`src/rtl/prog_tick_gen_if.sv`:
```
// Register-access and tick-output bundle for prog_tick_gen.
//   wen/waddr/wdata : single-cycle register write. waddr[4:1] = channel,
//                     waddr[0] = select (0 = DIV, 1 = CTRL)
//   ren/raddr/rdata : register read. rdata is registered and valid the
//                     cycle after ren
//   tick            : per-channel one-cycle pulse at each period wrap
//   toggle          : per-channel square wave that flips at each wrap
// master = register host side, slave = prog_tick_gen side.
interface prog_tick_gen_if #(
  parameter int unsigned CHANNELS = 4,
  parameter int unsigned WIDTH    = 16
);
  logic                wen;
  logic [4:0]          waddr;
  logic [WIDTH-1:0]    wdata;
  logic                ren;
  logic [4:0]          raddr;
  logic [WIDTH-1:0]    rdata;
  logic [CHANNELS-1:0] tick;
  logic [CHANNELS-1:0] toggle;

  modport master (
    output wen, waddr, wdata, ren, raddr,
    input  rdata, tick, toggle
  );

  modport slave (
    input  wen, waddr, wdata, ren, raddr,
    output rdata, tick, toggle
  );
endinterface

```
`src/rtl/prog_tick_gen.sv`:
```
// Programmable multi-channel tick / square-wave generator.
// Each channel counts 0..div and wraps; a wrap produces a one-cycle tick
// (registered, so it appears the cycle after the wrap) and flips toggle.
// Tick period = div+1 cycles, toggle period = 2*(div+1) cycles.
// Ports:
//   clock : sole clock, rising edge
//   reset : asynchronous, active-high
//   bus   : prog_tick_gen_if.slave (register access + tick/toggle outputs)
// Registers per channel (waddr/raddr = {channel[3:0], select}):
//   DIV  (select 0) : shadow divider; moved into the active divider at the
//                     next wrap (or immediately if written on a wrap cycle)
//   CTRL (select 1) : write bit0 = enable, bit1 = restart (self-clearing);
//                     read  {0, running, enable} with running = enable
// Channels at index >= CHANNELS ignore writes and read back as 0.
module prog_tick_gen #(
  parameter int unsigned CHANNELS    = 4,
  parameter int unsigned WIDTH       = 16,
  parameter int unsigned DEFAULT_DIV = 0,
  parameter bit          DEFAULT_EN  = 1'b1
) (
  input  logic            clock,
  input  logic            reset,
  prog_tick_gen_if.slave  bus
);

  localparam logic [WIDTH-1:0] DIV_RST = WIDTH'(DEFAULT_DIV);

  // Full 16-entry views of per-channel state so the read mux can index any
  // address; unimplemented channels are tied to zero.
  logic [WIDTH-1:0]    shd_v [16];
  logic [15:0]         en_v;
  logic [CHANNELS-1:0] tick_v;
  logic [CHANNELS-1:0] tog_v;
  logic [WIDTH-1:0]    rdata_q;

  for (genvar g = 0; g < 16; g++) begin : g_ch
    if (g < CHANNELS) begin : g_live
      logic [WIDTH-1:0] cnt;
      logic [WIDTH-1:0] act;
      logic [WIDTH-1:0] shd;
      logic             en;
      logic             tick_q;
      logic             tog_q;
      logic             div_wr;
      logic             ctl_wr;
      logic             restart;

      assign div_wr  = bus.wen && (bus.waddr[4:1] == 4'(g)) && !bus.waddr[0];
      assign ctl_wr  = bus.wen && (bus.waddr[4:1] == 4'(g)) &&  bus.waddr[0];
      assign restart = ctl_wr && bus.wdata[1];

      always_ff @(posedge clock or posedge reset) begin
        if (reset) begin
          cnt    <= '0;
          act    <= DIV_RST;
          shd    <= DIV_RST;
          en     <= DEFAULT_EN;
          tick_q <= 1'b0;
          tog_q  <= 1'b0;
        end else begin
          if (div_wr) shd <= bus.wdata;
          if (ctl_wr) en  <= bus.wdata[0];

          if (restart) begin
            cnt    <= '0;
            tog_q  <= 1'b0;
            tick_q <= 1'b0;
            act    <= shd;
          end else if (en) begin
            if (cnt == act) begin
              cnt    <= '0;
              tick_q <= 1'b1;
              tog_q  <= ~tog_q;
              // A DIV write landing on the wrap cycle bypasses the shadow
              // so it governs the period that starts now.
              act    <= div_wr ? bus.wdata : shd;
            end else begin
              cnt    <= cnt + WIDTH'(1);
              tick_q <= 1'b0;
            end
          end else begin
            tick_q <= 1'b0;
          end
        end
      end

      assign shd_v[g]  = shd;
      assign en_v[g]   = en;
      assign tick_v[g] = tick_q;
      assign tog_v[g]  = tog_q;
    end else begin : g_none
      assign shd_v[g] = '0;
      assign en_v[g]  = 1'b0;
    end
  end

  // Registered read; samples pre-write state so a same-cycle write to the
  // register being read returns the old value.
  always_ff @(posedge clock or posedge reset) begin
    if (reset) begin
      rdata_q <= '0;
    end else if (bus.ren) begin
      if (bus.raddr[0])
        rdata_q <= {{(WIDTH-2){1'b0}}, en_v[bus.raddr[4:1]], en_v[bus.raddr[4:1]]};
      else
        rdata_q <= shd_v[bus.raddr[4:1]];
    end
  end

  assign bus.rdata  = rdata_q;
  assign bus.tick   = tick_v;
  assign bus.toggle = tog_v;

endmodule

```
`src/flat_wrapper.sv`:
```
// flat-port wrapper written by rule: the top's interface ports become plain ports
module prog_tick_gen_flat 
#(
  parameter int unsigned CHANNELS    = 4,
  parameter int unsigned WIDTH       = 16,
  parameter int unsigned DEFAULT_DIV = 0,
  parameter bit          DEFAULT_EN  = 1'b1
)
  (clock, reset, bus_wen, bus_waddr, bus_wdata, bus_ren, bus_raddr, bus_rdata, bus_tick, bus_toggle);
  prog_tick_gen_if #(.CHANNELS(CHANNELS), .WIDTH(WIDTH)) bus_i ();
  input  logic clock;
  input  logic reset;
  input wire logic [$bits(bus_i.wen)-1:0] bus_wen;
  input wire logic [$bits(bus_i.waddr)-1:0] bus_waddr;
  input wire logic [$bits(bus_i.wdata)-1:0] bus_wdata;
  input wire logic [$bits(bus_i.ren)-1:0] bus_ren;
  input wire logic [$bits(bus_i.raddr)-1:0] bus_raddr;
  output wire logic [$bits(bus_i.rdata)-1:0] bus_rdata;
  output wire logic [$bits(bus_i.tick)-1:0] bus_tick;
  output wire logic [$bits(bus_i.toggle)-1:0] bus_toggle;
  assign bus_i.wen = bus_wen;
  assign bus_i.waddr = bus_waddr;
  assign bus_i.wdata = bus_wdata;
  assign bus_i.ren = bus_ren;
  assign bus_i.raddr = bus_raddr;
  assign bus_rdata = bus_i.rdata;
  assign bus_tick = bus_i.tick;
  assign bus_toggle = bus_i.toggle;
  prog_tick_gen #(.CHANNELS(CHANNELS), .WIDTH(WIDTH), .DEFAULT_DIV(DEFAULT_DIV), .DEFAULT_EN(DEFAULT_EN)) u_core (.clock(clock), .reset(reset), .bus(bus_i));
endmodule
```
`config.mk`:
```
export PLATFORM = sky130hd
export DESIGN_NAME = prog_tick_gen_flat
export DESIGN_NICKNAME = d
export VERILOG_FILES = /design/src/rtl/prog_tick_gen_if.sv /design/src/rtl/prog_tick_gen.sv /design/src/flat_wrapper.sv
export SDC_FILE = /design/constraint.sdc
export NUM_CORES = 1
export LEC_CHECK = 0
export CAP_MARGIN = 20
export CELL_PAD_IN_SITES_DETAIL_PLACEMENT = 0
export CELL_PAD_IN_SITES_GLOBAL_PLACEMENT = 1
export CORE_ASPECT_RATIO = 0.5
export CORE_MARGIN = 10
export CORE_UTILIZATION = 50
export DETAILED_ROUTE_END_ITERATION = 16
export DONT_BUFFER_PORTS = 1
export GPL_TIMING_DRIVEN = 0
export PLACE_DENSITY = 0.73
export SETUP_SLACK_MARGIN = 0.15
export SLEW_MARGIN = 20
export SYNTH_ARGS = -nofsm -noshare
export SYNTH_HDL_FRONTEND = slang
export SYNTH_SLANG_ARGS = --single-unit
```
`constraint.sdc`:
```
create_clock -name clock -period 7.6 [get_ports clock]
set_input_delay 0.76 -clock clock [delete_from_list [all_inputs] [get_ports clock]]
set_output_delay 0.76 -clock clock [all_outputs]
set_load 0.05 [all_outputs]
```
Yosys cells after proc, flatten, opt, wreduce, memory -nomap -nowiden
Index checks and enable logic that the tools add are counted.
{ "totals": {"out_inout_bits": 24, "elab_cells": 131, "register_bits": 220, "input_bits": 30} }
{ "op_classes": {"order_cmp": 2, "n_addsub": 4, "muxes": 58, "reduce_logical": 30, "eq_ne": 7, "n_bitwise": 5} }
{ "op_table": {"columns": ["cell", "n"], "rows": [
  ["$mux W16", 31],
  ["$add A16 B1 Y16 const B", 4],
  ["$bmux W16 S4", 1],
  ["$eq A16 B16 Y1", 4],
  ["$mux W1", 25],
  ["$logic_and A1 B1 Y1", 16],
  ["$reduce_bool A2 Y1", 8],
  ["$eq A4 B2 Y1 const B", 2],
  ["$reduce_and A2 Y1", 4],
  ["$ge A5 B5 Y1 const B", 1],
  ["$lt A4 B5 Y1 const B", 1],
  ["$not A4 Y5", 1],
  ["$bmux W1 S4", 1],
  ["$eq A4 B1 Y1 const B", 1],
  ["$logic_not A4 Y1", 1],
  ["$not A1 Y1", 4],
  ["$logic_not A1 Y1", 1]
]} }

Depth between registers and ports, before layout
Gate-level depths: netlist of run 1.
{ "depth": {"word_depth": 7, "ltp_mapped": 8, "depth_no_buf": 5} }

Worst setup path after synthesis of run 1
Ideal clock, no wire load.
{ "synth_timing": {"kind": "input to register", "startpoint": "input port bus_waddr[0]", "endpoint": "register u_core.g_ch[3].g_live.act[0]", "path_buffers": 2, "stages": 6, "t_arrival_ns": 2.210, "path_slack_ns": 5.265, "path_cell_list": "nor4b_4 > and2_1 > buf_2 > buf_4 > mux2_2 > mux2_2"} }
{ "synth_between": {"elab_chain_len": 6, "elab_cells_between_ends": 11, "cone_classes": "mux: 4; reduce/logical: 7"} }
{ "synth_rtl": {"columns": ["item", "line_no", "rtl"], "rows": [
  ["from (decl)", "flat_wrapper.sv:14", "input wire logic [$bits(bus_i.waddr)-1:0] bus_waddr;"],
  ["$logic_not A1 Y1", "prog_tick_gen.sv:48", "assign div_wr = bus.wen && (bus.waddr[4:1] == 4'(g)) && !bus.waddr[0];"],
  ["$logic_and A1 B1 Y1", "prog_tick_gen.sv:48", null],
  ["$mux W16", "prog_tick_gen.sv:76", "act <= div_wr ? bus.wdata : shd;"],
  ["$mux W16", "prog_tick_gen.sv:70", "if (cnt == act) begin"],
  ["$mux W16", "prog_tick_gen.sv:69", "end else if (en) begin"],
  ["$mux W16", "prog_tick_gen.sv:64", "if (restart) begin"],
  ["to (signal assigned)", "prog_tick_gen.sv:76", null],
  ["to (decl)", "prog_tick_gen.sv:39", "logic [WIDTH-1:0] act;"]
]} }
Parallel ways exist; a longest one is shown, timed or not. The select of a mux whose other input is x is not followed.
A chain may end at the register's enable or synchronous reset.

Final worst setup path of run 1
{ "layout_timing": {"startpoint": "register u_core.g_ch[0].g_live.cnt[11]", "endpoint": "register u_core.g_ch[0].g_live.act[6]"} }
{ "layout_between": {"elab_chain_len": 3} }
{ "layout_rtl": {"columns": ["item", "line_no", "rtl"], "rows": [
  ["from (decl)", "prog_tick_gen.sv:38", "logic [WIDTH-1:0] cnt;"],
  ["from (signal assigned)", "prog_tick_gen.sv:78", "cnt <= cnt + WIDTH'(1);"],
  ["$eq A16 B16 Y1", "prog_tick_gen.sv:70", null],
  ["$reduce_bool A2 Y1 (no source line)", null, null],
  ["$reduce_and A2 Y1 (no source line)", null, null],
  ["to (signal assigned)", "prog_tick_gen.sv:76", null],
  ["to (decl)", "prog_tick_gen.sv:39", null]
]} }
Every way passes these cells.

==> metrics, run 1 <==
Placed Cells incl. Taps=1112; FFs w/ async S/R, synth=1.00; Initial Utilization=0.509; total power=0.00366 W; hold-fix buffer count after cts=0; class of the worst hold path=in2async; core area=20500 um^2; xor and xnor area share after synthesis=0.102; Clock Pin Slew Worst Setup and Hold Paths=around 70 ps; Clk Tree Root Cell=clkbuf_16; Tmin final=2290 ps; Period Utilization, post-route=0.302; required time worst endpoint=7980 ps; sequential share of the synthesized area=0.528; Ant. Diodes=0; WS Path Type=reg2reg; syn_nets=871; Total Wirelength=23800 um; # rows=37; Post-CTS Setup Bufs=0; slowest CP cell=dfrtp_1; Max-Cap Viols=0; number of synthesized flops with an enable pin=0; Startpoint Class=register; antenna violations before repair=1; worst skew pair latency=500 ps; internal power=0.00251 W; Detailed Routing Iterations Pass 1=4; CP max stage delay=440 ps; worst-margin pin slew=603 ps; CP endpoint kind=register; Final ANT Viol Nets=0; crit path cell chain=xor2_1 > nor4_1 > nand4_1 > o21bai_2 > buf_6 > mux2_2; dominant register cell in the synthesized netlist=dfrtp_1; vias=6350; Power Density=between 300 and 400 nW/um^2; Hold Fails Final Rpt=0; IO Count=54; relative slew slack=0.598; pin count of the biggest net entering global routing=87; Area growth syn-to-layout=11.0%; Port Buffers=0; routability cong.=0.799; vias per cell=5.53; Die W=224 um; CTS tree=done; fillcell total=between 1500 and 2000; total CTS buffers=21; Final setup viols=0; first-pass GRT wire length=38000 um; layout cells sized above 1=0.280; CTS sink cnt=220; vias in the first global route=6334; status=finished clean; peak supply drop=between 100 and 150 uV; Crit Path Max Fanout=10; combinational share of power=0.229; Simple-Gate Fraction of Synth Area=0.115; hold slack=186 ps; fin area=11600 um^2; number of synthesis warnings=0; Netlist cell types=56; Gate Count Post-Synth=837; CTS resizes=0; Mapped Area=10400 um^2; dpl hpwl=17600 um; Sw Ratio=0.314; WL/cell=20.7 um; Adder-Cell Fraction of Synth Area=0.00480; RSZ-0062 raised after global routing=false; H-tree depth=1; total gr overflow=0; DRC=0; Seq pwr share=0.459; mux cell area share after synthesis=0.177; Setup TNS=0 ps; max-slew violations=0; syn_area_per_cell=12.5 um^2; Setup Skew=~11 ps; worst-case clock buffer depth=3; Placed Instance Area=10800 um^2; Nets=896; R2R Setup Slk=5310 ps; Psw=0.00115 W; final non-filler cell total=between 1000 and 1500; Die H=approximately 120 um; All-Layer GR Usage=0.177; Synth Area in Compound Gates=0.0320; power share of the clock group=0.312; die area=27400 um^2; Leak=5.33 nW; Seq cells post-synth=220; maximum clock frequency=between 400 and 500 MHz; CP arrival=about 2700 ps; largest family of logic cells by synthesized area=multiplexers; Initial DRC Count=~370
-- area by class of cell --
type,instances,area [um^2],share of cell area
plain buffers,41,294,0.0254
clock buffers,23,543,0.0469
clock inverters,14,200,0.0173
inverters,37,146,0.0126
multi-input cells,539,4490,0.388
flip-flops and latches,220,5510,0.476
well taps,273,342,0.0295
repair buffers,2,55.1,0.00476
-- through the flow --
stage / util / worst slack (ps)
3_5_place_dp: 0.528 / 5000
4_1_cts: 0.565 / 5280
5_1_grt: 0.565 / 5110
2_1_floorplan: - / 826
6_report: 0.565 / 5310
3_3_place_gp: 0.525 / -1640
-- logic make-up (layout without fill, tap and decap cells) --
| logic type | count (synthesis) | in the layout |
|---|---|---|
| DFF | 220 | 220 |
| and+or+nand+nor | 219 | 219 |
| AOI/OAI and AO/OA | 48 | 48 |
| buffers and inverters | 78 | 117 |
| muxes | 147 | 147 |
| adders and majority gates | 4 | 4 |
| xor gates and xnor gates | 121 | 121 |
-- critical path, delay by kind of cell, from the launching register on --
kind / cells / cell delay, ps
XOR/XNOR: 1 / 180
flip-flops: 1 / 440
AO/OA/AOI/OAI: 1 / 300
multiplexers: 1 / 340
AND/OR/NAND/NOR: 2 / 720
buffers and inverters: 1 / 190
-- cells in the mapped netlist (all sizes together), types with 4 or more instances --
cell,count,area share
dfrtp,216,0.52
mux2,130,0.14
nor2,69,0.025
xor2,64,0.054
xnor2,57,0.048
inv,37,0.013
buf,33,0.025
nand2,30,0.012
nor3,20,0.0096
nand3,18,0.0086
mux4,17,0.037
nand4,16,0.0096
nor4,16,0.011
o22ai,16,0.0096
a21oi,13,0.0062
and3,9,0.0059
clkbuf,8,0.0030
nor4b,8,0.0088
o21ai,5,0.0028
a31oi,4,0.0044
dfstp,4,0.010
ha,4,0.0048
or3,4,0.0024
-- placed cells by master (no fill, tap or decap), types with 17 or more instances in the layout --
master,count
dfrtp_1,216
mux2_2,128
nor2_1,69
xor2_1,64
xnor2_1,57
inv_1,36
nand2_1,27
clkbuf_16,21
nor3_1,20
nand3_1,18
mux4_2,17
buf_4,17
-- state kept, by name, indices dropped and copies added, names as in the netlist --
name	cells
u_core.bus.rdata	16
u_core.g_ch.g_live.cnt	64
u_core.g_ch.g_live.shd	64
u_core.g_ch.g_live.act	64
u_core.g_ch.g_live.tick_q	4
u_core.g_ch.g_live.tog_q	4
u_core.g_ch.g_live.en	4
-- path summary, 6_finish.rpt --
path	cells past startpoint	end	from
worst max register to register	6	u_core.g_ch[0].g_live.act[6]	u_core.g_ch[0].g_live.cnt[11]
max in group asynchronous	3	u_core.g_ch[3].g_live.en	reset
min in group clock	1	u_core.g_ch[3].g_live.en	bus_wdata[0]
worst min-delay path	1	u_core.g_ch[0].g_live.cnt[7]	reset
worst min register to register	1	u_core.g_ch[1].g_live.act[1]	u_core.g_ch[1].g_live.act[1]
worst max-delay path	6	u_core.g_ch[0].g_live.act[6]	u_core.g_ch[0].g_live.cnt[11]
-- power by group through the flow --
stage / Sequential (W) / Combinational, W / Clock (W)
floorplan: 0.00161 / 0.000687 / 0
detailed placement: 0.00170 / 0.000846 / 0
global route: 0.00171 / 0.000927 / 0.00121
CTS: 0.00168 / 0.000850 / 0.00116
finish: 0.00168 / 0.000838 / 0.00114
global placement: 0.00169 / 0.000824 / 0
-- routing by layer --
metal / global-route usage / vias up / wire, um
met5: 0 / - / 0
met4: 0.0321 / 0 / 332
met3: 0.0245 / 26 / 884
met2: 0.270 / 80 / 10600
met1: 0.266 / 3262 / 12000
li1: - / 2982 / -
No activity file was read; power rests on OpenSTA's default activity.
==> run 2: changes to the inputs <==
clock period = 2.18 ns   (was 7.6 ns; I/O delays follow)
==> metrics, run 2 (synthesis gave the netlist of run 1 again) <==
die area=27400 um^2 (unchanged); layout cells sized above 1=0.334 (+0.0544); Sw Ratio=0.314 (about the same); antenna violations before repair=0 (-1); internal power=0.00894 W (+260%); peak supply drop=818 uV (+500%); worst-margin pin slew=634 ps (+31.4 ps); Initial Utilization=0.509 (unchanged); Ant. Diodes=0 (unchanged); worst skew pair latency=490 ps (about the same); worst-case clock buffer depth=3 (unchanged); Psw=0.00408 W (+260%); Placed Instance Area=10900 um^2 (+0.82%); WS Path Type=reg2reg; DRC=0 (unchanged); commonest non-fill, non-tap cell in the layout=dfrtp_1; core area=20500 um^2 (unchanged); vias=6619 (+4.2%); combinational share of power=0.265 (+0.036); Leak=5.68 nW (+6.6%); Period Utilization, post-route=0.928 (+0.626); # rows=37 (unchanged); Crit Path Max Fanout=7 (-3); Detailed Routing Iterations Pass 1=5 (+1); Final ANT Viol Nets=0 (unchanged); status=finished clean; Tmin final=2020 ps (-270 ps); Port Buffers=0 (unchanged); WL/cell=20.5 um (-1.4%); Clock Pin Slew Worst Setup and Hold Paths=60 ps (about the same); IO Count=54 (unchanged); max-slew violations=0 (unchanged); total CTS buffers=21 (unchanged); dpl hpwl=17900 um (+1.5%); RSZ-0062 raised after global routing=true; Area growth syn-to-layout=18.6%; Nets=957 (+6.8%); vias in the first global route=6644 (+4.9%); pin count of the biggest net entering global routing=35 (-60%); fin area=12400 um^2 (+6.8%); Clk Tree Root Cell=clkbuf_16; required time worst endpoint=2550 ps (-5430 ps); CP endpoint kind=register; All-Layer GR Usage=0.182 (+0.00529); Setup Skew=8.83 ps (-1.87 ps); hold path cells=3; Startpoint Class=register; Die W=224 um (unchanged); relative slew slack=0.577 (-0.0210); cells on worst reg2reg path=6 (unchanged); largest registers=u_core.g_ch.g_live.act x64, u_core.g_ch.g_live.cnt x64, u_core.g_ch.g_live.shd x64; Total Wirelength=24800 um (+3.9%); hold slack=28.7 ps (-157 ps); maximum clock frequency=494 MHz (+13%); H-tree depth=1 (unchanged); Power Density=1050 nW/um^2 (+230%); class of the worst hold path=in2reg; Final setup viols=0 (unchanged); Die H=122 um (unchanged); Seq pwr share=0.454 (-0.005); CTS tree=done; CTS sink cnt=220 (unchanged); Hold Fails Final Rpt=0 (unchanged); Initial DRC Count=518 (+40%); power share of the clock group=0.281 (-0.031); total gr overflow=0 (unchanged); most frequent cells in the layout=dfrtp_1, mux2_2, nor2_1, xor2_1, xnor2_1; first-pass GRT wire length=39400 um (+3.8%); CP arrival=2400 ps (-270 ps); routability cong.=0.805 (+0.79%); Max-Cap Viols=0 (unchanged); vias per cell=5.47 (-1.0%)
-- run 2: cell count changes in the layout (fill, tap and decap cells not counted), sizes merged --
cell / before / now
bufinv: 4 / 2
buf: 35 / 81
clkbuf: 31 / 32
clkinvlp: 0 / 2
dlygate4sd3: 0 / 19
inv: 41 / 36
-- run 2: power groups by stage --
stage | logic [W] | registers, W | clock network [W]
2_1_floorplan | 0.00240 | 0.00563 | 0
3_3_place_gp | 0.00288 | 0.00591 | 0
3_5_place_dp | 0.00296 | 0.00592 | 0
4_1_cts | 0.00332 | 0.00589 | 0.00374
5_1_grt | 0.00378 | 0.00603 | 0.00390
6_report | 0.00345 | 0.00591 | 0.00366
-- run 2: worst paths after layout --
| kind | start | endpoint | slack, ps |
|---|---|---|---|
| min reg2reg | u_core.g_ch[3].g_live.act[0] | u_core.g_ch[3].g_live.act[0] | 530 |
| min in group asynchronous | reset | u_core.g_ch[0].g_live.cnt[6] | 260 |
| max reg2reg | u_core.g_ch[0].g_live.cnt[9] | u_core.g_ch[0].g_live.act[4] | 160 |
| min | bus_raddr[0] | u_core.bus.rdata[0] | 30 |
| max in group asynchronous | reset | u_core.g_ch[3].g_live.en | 590 |
| max | u_core.g_ch[0].g_live.cnt[9] | u_core.g_ch[0].g_live.act[4] | 160 |
-- run 2: cell type report --
type / instances / area [um^2]
Multi-Input combinational cell: 539 / 4720
Tap cell: 273 / 342
Timing Repair Buffer: 66 / 657
Clock inverter: 9 / 97.6
Clock buffer: 28 / 582
Buffer: 38 / 302
Fill cell: 1639 / 8140
Sequential cell: 220 / 5530
Inverter: 37 / 143
-- run 2: through the flow --
| stage | utilization | cells | worst slack (ps) | TNS, ps | power, W |
|---|---|---|---|---|---|
| after floorplan | - | 837 | -903 | -195660 | 0.00802 |
| after global placement | 0.525 | 1110 | -2150 | -465220 | 0.00878 |
| after detailed placement | 0.533 | 1117 | -119 | -3880 | 0.00888 |
| after CTS | 0.592 | 1193 | 88.4 | 0 | 0.0129 |
| after global routing | 0.603 | 1210 | 66.0 | 0 | 0.0137 |
| final | 0.603 | 1210 | 156 | 0 | 0.0130 |
-- run 2: timing repair --
item	CTS	global route
cloned	3	1
setup endpoints to repair	106	108
hold endpoints to repair	93	0
buffers inserted	20	16
gates resized for setup	51	27
pin swaps	16	15
hold buffers	19	0
-- run 2: layer usage --
layer  part of all wire  GRT usage  up-vias
met5                  0          0        -
met4              0.015     0.0321        0
met3              0.037     0.0247       28
met2               0.45      0.279       89
met1               0.50      0.274     3406
li1                   -          -     3096
-- run 2: worst max-delay path: stages, from the launching register on --
cell and delay (ps):
dfrtp_1 410, xor2_1 190, nor4_2 320, nand4_1 230, o21bai_4 260, buf_6 190
mux2_4 300
